File: src/rtl/rob_tag_allocator_pkg.sv
// Shared types and helpers for the ROB tag allocator: phase-bit tags and
// their modulo increment.
package rob_tag_allocator_pkg;

  localparam int ROB_TAG_WIDTH = 3;
  localparam int ROB_DEPTH     = 2 ** ROB_TAG_WIDTH;

  // Index in [ROB_TAG_WIDTH-1:0], phase bit in [ROB_TAG_WIDTH].
  typedef logic [ROB_TAG_WIDTH:0] rob_tag_t;

  // Plain binary increment over the full tag; index wrap toggles the phase.
  function automatic rob_tag_t rob_tag_incr(input rob_tag_t tag);
    return tag + rob_tag_t'(1);
  endfunction

endpackage

File: src/rtl/rob_tag_allocator_if.sv
// Dispatch / commit / flush signal bundle between the pipeline and the ROB
// tag allocator.
interface rob_tag_allocator_if;
  import rob_tag_allocator_pkg::*;

  logic     alloc_valid;
  logic     alloc_ready;
  rob_tag_t alloc_tag;
  logic     commit_valid;
  rob_tag_t head_tag;
  logic     flush;
  rob_tag_t flush_tag;
  logic     flush_invalid;
  rob_tag_t count;
  logic     empty;
  logic     full;

  modport master (
    output alloc_valid, commit_valid, flush, flush_tag,
    input  alloc_ready, alloc_tag, head_tag, flush_invalid, count, empty, full
  );

  modport slave (
    input  alloc_valid, commit_valid, flush, flush_tag,
    output alloc_ready, alloc_tag, head_tag, flush_invalid, count, empty, full
  );

endinterface

File: src/rtl/rob_age_comparator_with_phase_bit.sv
// Age comparison of two in-window ROB tags: equal phases compare indices
// directly, differing phases mean the lower index has already wrapped.
module rob_age_comparator_with_phase_bit
  import rob_tag_allocator_pkg::*;
(
  input  rob_tag_t tag_a,
  input  rob_tag_t tag_b,
  output logic     a_older
);

  logic                     same_phase;
  logic [ROB_TAG_WIDTH-1:0] idx_a;
  logic [ROB_TAG_WIDTH-1:0] idx_b;

  assign same_phase = (tag_a[ROB_TAG_WIDTH] == tag_b[ROB_TAG_WIDTH]);
  assign idx_a      = tag_a[ROB_TAG_WIDTH-1:0];
  assign idx_b      = tag_b[ROB_TAG_WIDTH-1:0];
  assign a_older    = same_phase ? (idx_a < idx_b) : (idx_a > idx_b);

endmodule

File: src/rtl/rob_tag_allocator.sv
// ROB head/tail pointer owner: grants phase-bit tags at dispatch, retires at
// commit and rolls the tail back to just past a mispredicted branch.
module rob_tag_allocator
  import rob_tag_allocator_pkg::*;
(
  input  logic               clk,
  input  logic               reset,
  rob_tag_allocator_if.slave bus
);

  rob_tag_t head_q;
  rob_tag_t tail_q;
  logic     flush_invalid_q;

  rob_tag_t head_d;
  rob_tag_t tail_d;
  rob_tag_t occupancy;
  rob_tag_t flush_offset;
  logic     empty;
  logic     full;
  logic     alloc_ready;
  logic     alloc_fire;
  logic     commit_fire;
  logic     flush_in_range;
  logic     flush_valid;

  assign empty        = (head_q == tail_q);
  assign full         = (head_q[ROB_TAG_WIDTH-1:0] == tail_q[ROB_TAG_WIDTH-1:0]) &&
                        (head_q[ROB_TAG_WIDTH] != tail_q[ROB_TAG_WIDTH]);
  assign occupancy    = tail_q - head_q;
  assign alloc_ready  = !full && !bus.flush;
  assign alloc_fire   = bus.alloc_valid && alloc_ready;
  assign commit_fire  = bus.commit_valid && !empty;

  // Distance from the oldest entry; the branch survives only if it is in flight.
  assign flush_offset   = bus.flush_tag - head_q;
  assign flush_in_range = (flush_offset < occupancy);
  assign flush_valid    = bus.flush && flush_in_range;

  // NOTE: every always_comb output is given its hold value first so no path
  // leaves it unassigned, which would otherwise infer a latch.
  always_comb begin
    head_d = head_q;
    tail_d = tail_q;
    if (commit_fire) head_d = rob_tag_incr(head_q);
    if (flush_valid)     tail_d = rob_tag_incr(bus.flush_tag);
    else if (alloc_fire) tail_d = rob_tag_incr(tail_q);
  end

  // NOTE: state registers use non-blocking assignments so every register
  // samples pre-edge values regardless of statement order.
  always_ff @(posedge clk) begin
    if (reset) begin
      head_q          <= '0;
      tail_q          <= '0;
      flush_invalid_q <= 1'b0;
    end else begin
      head_q          <= head_d;
      tail_q          <= tail_d;
      flush_invalid_q <= bus.flush && !flush_in_range;
    end
  end

  assign bus.alloc_ready   = alloc_ready;
  assign bus.alloc_tag     = tail_q;
  assign bus.head_tag      = head_q;
  assign bus.flush_invalid = flush_invalid_q;
  assign bus.count         = occupancy;
  assign bus.empty         = empty;
  assign bus.full          = full;

  // Phase-bit age view of the flush window: head <= flush_tag < tail.
  logic flush_older_than_tail;
  logic flush_older_than_head;
  logic cmp_in_range;

  rob_age_comparator_with_phase_bit u_cmp_flush_tail (
    .tag_a   (bus.flush_tag),
    .tag_b   (tail_q),
    .a_older (flush_older_than_tail)
  );

  rob_age_comparator_with_phase_bit u_cmp_head_flush (
    .tag_a   (bus.flush_tag),
    .tag_b   (head_q),
    .a_older (flush_older_than_head)
  );

  assign cmp_in_range = flush_older_than_tail && !flush_older_than_head;

  // When full, tail aliases head in the phase view, so only count decides there.
  a_flush_range_xcheck: assert property (@(posedge clk) disable iff (reset)
    (bus.flush && !full) |-> (cmp_in_range == flush_in_range));

  a_commit_not_empty: assert property (@(posedge clk) disable iff (reset)
    !(bus.commit_valid && empty));

  a_count_bound: assert property (@(posedge clk) disable iff (reset)
    occupancy <= rob_tag_t'(ROB_DEPTH));

endmodule

File: src/flat_wrapper.sv
// flat-port wrapper written by rule: the top's interface ports become plain ports
module rob_tag_allocator_flat import rob_tag_allocator_pkg::*;
  (clk, reset, bus_alloc_valid, bus_commit_valid, bus_flush, bus_flush_tag, bus_alloc_ready, bus_alloc_tag, bus_head_tag, bus_flush_invalid, bus_count, bus_empty, bus_full);
  rob_tag_allocator_if bus_i ();
  input  logic clk;
  input  logic reset;
  input wire logic [$bits(bus_i.alloc_valid)-1:0] bus_alloc_valid;
  input wire logic [$bits(bus_i.commit_valid)-1:0] bus_commit_valid;
  input wire logic [$bits(bus_i.flush)-1:0] bus_flush;
  input wire logic [$bits(bus_i.flush_tag)-1:0] bus_flush_tag;
  output wire logic [$bits(bus_i.alloc_ready)-1:0] bus_alloc_ready;
  output wire logic [$bits(bus_i.alloc_tag)-1:0] bus_alloc_tag;
  output wire logic [$bits(bus_i.head_tag)-1:0] bus_head_tag;
  output wire logic [$bits(bus_i.flush_invalid)-1:0] bus_flush_invalid;
  output wire logic [$bits(bus_i.count)-1:0] bus_count;
  output wire logic [$bits(bus_i.empty)-1:0] bus_empty;
  output wire logic [$bits(bus_i.full)-1:0] bus_full;
  assign bus_i.alloc_valid = bus_alloc_valid;
  assign bus_i.commit_valid = bus_commit_valid;
  assign bus_i.flush = bus_flush;
  assign bus_i.flush_tag = bus_flush_tag;
  assign bus_alloc_ready = bus_i.alloc_ready;
  assign bus_alloc_tag = bus_i.alloc_tag;
  assign bus_head_tag = bus_i.head_tag;
  assign bus_flush_invalid = bus_i.flush_invalid;
  assign bus_count = bus_i.count;
  assign bus_empty = bus_i.empty;
  assign bus_full = bus_i.full;
  rob_tag_allocator u_core (.clk(clk), .reset(reset), .bus(bus_i));
endmodule
File: config.mk
export PLATFORM = sky130hd
export DESIGN_NAME = rob_tag_allocator_flat
export DESIGN_NICKNAME = d
export VERILOG_FILES = /design/src/rtl/rob_tag_allocator_pkg.sv /design/src/rtl/rob_tag_allocator_if.sv /design/src/rtl/rob_age_comparator_with_phase_bit.sv /design/src/rtl/rob_tag_allocator.sv /design/src/flat_wrapper.sv
export SDC_FILE = /design/constraint.sdc
export NUM_CORES = 1
export LEC_CHECK = 0
export BUFFER_PORTS_ARGS = -buffer_cell sky130_fd_sc_hd__buf_2
export CORE_MARGIN = 2
export CORE_UTILIZATION = 42
export CTS_CLUSTER_DIAMETER = 50
export DETAILED_ROUTE_END_ITERATION = 12
export HOLD_SLACK_MARGIN = 0.02
export PLACE_DENSITY = 0.75
export SLEW_MARGIN = 20
export SYNTH_ARGS = -nofsm -noshare
export SYNTH_HDL_FRONTEND = slang
export SYNTH_SLANG_ARGS = --single-unit
File: constraint.sdc
create_clock -name clk -period 4 [get_ports clk]
set_input_delay 0.8 -clock clk [delete_from_list [all_inputs] [get_ports clk]]
set_output_delay 0.8 -clock clk [all_outputs]
set_load 0.005 [all_outputs]
==> impl_metrics.yaml <==
run_status:
  status: "finished clean"
sta:
  hold_viol_final: 0
  relSlewSlack: 0.6587
  max_freq_mhz: 276.1
  finalSetupViolCount: 0
  fin_crit_ns: 3.621
  setup_tns_ns: 0
  worst_pin_slew_ns: 0.5106
  rsz0062_at_grt: "no"
  slew_violations: 0
  skew_ns: 0.007189
  fin_crit_sh: 0.9053
power_and_ir_drop:
  powerDensity_nw_per_um2: 737.7
  swShare: 0.4623
  vdd_ir_drop_max_mv: 0.3365
  p_seq_frac: 0.183
  clock_power_share: 0.093
  p_comb_frac: 0.723
  switchingPower_uw: 354.2
  leakagePower_nw: 0.5194
  p_int_uw: 411.9
routing:
  drt_iter0_markers: 23
  wirelength_um: 1965
  wl_per_cell_um: 12.93
  drt_first_pass_iters: 4
  drc: 0
  vias_per_cell: 5.197
  ant_nets: 0
  vias: 790
worst_setup_path:
  critPathKind: "input port to register"
  crit_chain: "buf_2 -> inv_1 -> ha_1 -> fa_1 -> xnor2_1 -> ha_1 -> or4b_1 -> a21o_1 -> a21oi_1 -> a21o_1 -> ha_1 -> inv_1 -> or3_1 -> a311oi_1"
  required_ns: 4.17
  cpMostUsedCell: "ha_1"
  worstSetupStartpointType: "input port"
  cpMaxStageDelayCell: "or4b_1"
  cp_max_fo: 5
  endpoint_kind: "register"
  cp.arrival_ns: 3.80
  cp_slowest_stage_delay_ns: 0.52
floorplan:
  rows: 16
  die_area_um2: 2369
  ios: 25
  start_util: 0.4362
  die_x_um: 48.68
  die_y_um: 48.68
  coreArea_um2: 1922
grt:
  grt_use_total: 0.1661
  grt_pass1_vias: 724
  grt_max_degree: 11
  grt_pass1_wl_um: 3091
  antenna_found_initial: 0
  grt_overflow: 0
layout:
  n_fill_cell: 190
  layout_common_cells: "buf_2 (24), inv_1 (12), ha_1 (11)"
  final_common_cell: "buf_2"
  drive_gt1_frac: 0.2720
  antenna_cells: 0
  areaGrowthSynthToFinish_pct: 23.88
  fin_area_um2: 1039
  final_nets: 148
cts:
  clk_pin_slew_ns: 0.07
  cts_setup_buffers: 0
  root_buffer: "clkbuf_4"
  clkSinkCount: 9
  cts_max_path_buffers: 2
  cts_resized: 0
  cts_made_buffers: 3
  clk_latency_ns: 0.27
  cts_tree: "built"
  htreeDepth: 1
  ctsHoldBuffers: 0
synthesis:
  synthArstFlopShare: 0
  avgSynthCellArea_um2: 8.824
  synth-main-ff-cell: "dfxtp_1"
  synth_fp_nets: 117
  netlist_area_um2: 838.3
  synth_cell_types: 27
  synth_edf_count: 0
  synth_seq_cells: 9
  ys_warn_count: 0
  ys_seq_area_frac: 0.2149
  syn_inst: 95
hold_path:
  hold_path_class: "register to register"
placed_design:
  postPlaceCellArea_um2: 1011
  io_buffer_count: 24
  hpwl_um: 1658
  gp_congestion: 0.8396
job:
  drv_cap: 0
-- flip-flops by register name (all words and copies together), names as in the netlist --
register                  count
u_core.bus.alloc_tag          4
u_core.bus.head_tag           4
u_core.bus.flush_invalid      1
-- synthesized netlist by cell type (all sizes together) (2+ instances only) --
cell,count,area share
nor2,6,0.027
o21ai,6,0.036
xnor2,8,0.084
ha,11,0.16
nor2b,2,0.015
nand3,5,0.030
o211ai,2,0.018
dfxtp,9,0.21
or3,2,0.015
a21oi,4,0.024
mux2i,2,0.024
nand2b,4,0.039
xor2,5,0.061
fa,2,0.048
inv,12,0.054
a21o,5,0.045
a311oi,2,0.021
-- layout make-up --
| cell class | instances | area (um^2) | area share |
|---|---|---|---|
| clock inverters | 1 | 5.005 | 0.004819 |
| clock buffers | 3 | 22.52 | 0.02169 |
| well taps | 27 | 33.78 | 0.03253 |
| multi-input cells | 73 | 609.3 | 0.5867 |
| inverters | 12 | 45.04 | 0.04337 |
| flip-flops and latches | 9 | 180.2 | 0.1735 |
| repair buffers | 27 | 142.6 | 0.1373 |
-- metrics by stage --
| step | power, mW | std cells | utilization | worst slack [ns] | hold WS, ns |
|---|---|---|---|---|---|
| finish | 0.7661 | 152 | 0.5404 | 0.3787 | 0.5843 |
| floorplan | 0.5111 | 95 | - | 0.4058 | 0.5264 |
| detailed placement | 0.6948 | 148 | 0.5260 | 0.1298 | 0.5774 |
| global route | 0.8283 | 152 | 0.5404 | 0.2341 | 0.6137 |
| global placement | 0.6750 | 148 | 0.5260 | 0.1767 | 0.5579 |
| CTS | 0.7676 | 152 | 0.5404 | 0.3946 | 0.5868 |
-- critical path, delay by kind of cell --
kind            cells  cell delay [ns]
simple gates        2             0.86
compound gates      4             0.84
fa+ha+maj           4             0.96
buf+inv             3             0.19
xor+xnor            1             0.14
-- per-layer routing --
| layer | share of wire | wire length [um] | global-route usage | vias to the layer above |
|---|---|---|---|---|
| met4 | 0.016 | 31 | 0.08571 | 0 |
| met1 | 0.42 | 830 | 0.1919 | 354 |
| met3 | 0.047 | 92 | 0.009259 | 5 |
| li1 | - | - | - | 395 |
| met5 | 0 | 0 | 0 | - |
| met2 | 0.51 | 1010 | 0.3059 | 36 |
-- power by group through the flow --
stage,registers (mW),logic (mW),clock network [mW]
floorplan,0.145,0.367,0
global placement,0.141,0.533,0
detailed placement,0.143,0.552,0
CTS,0.140,0.555,0.0722
global route,0.143,0.611,0.0739
finish,0.141,0.554,0.0713
-- final timing paths --
kind	from	to	slack, ns	depth (start not counted)
worst max-delay path	bus_flush_tag[0]	u_core.bus.alloc_tag[2]	0.38	14
worst min-delay path	u_core.bus.alloc_tag[3]	u_core.bus.alloc_tag[3]	0.58	2
worst max register to register	u_core.bus.head_tag[1]	u_core.bus.alloc_tag[2]	0.43	14
worst min register to register	u_core.bus.alloc_tag[3]	u_core.bus.alloc_tag[3]	0.58	2
-- kinds of logic (layout without fill, tap and decap cells) --
family / count (synthesis) / in the layout / share of synthesized area
fa+ha+maj: 13 / 13 / 0.2119
simple gates: 23 / 23 / 0.1642
xor+xnor: 13 / 13 / 0.1448
flops: 9 / 9 / 0.2149
buf+inv: 13 / 43 / 0.05820
compound gates: 22 / 22 / 0.1821
mux: 2 / 2 / 0.02388
(Power assumes the default switching activity.)
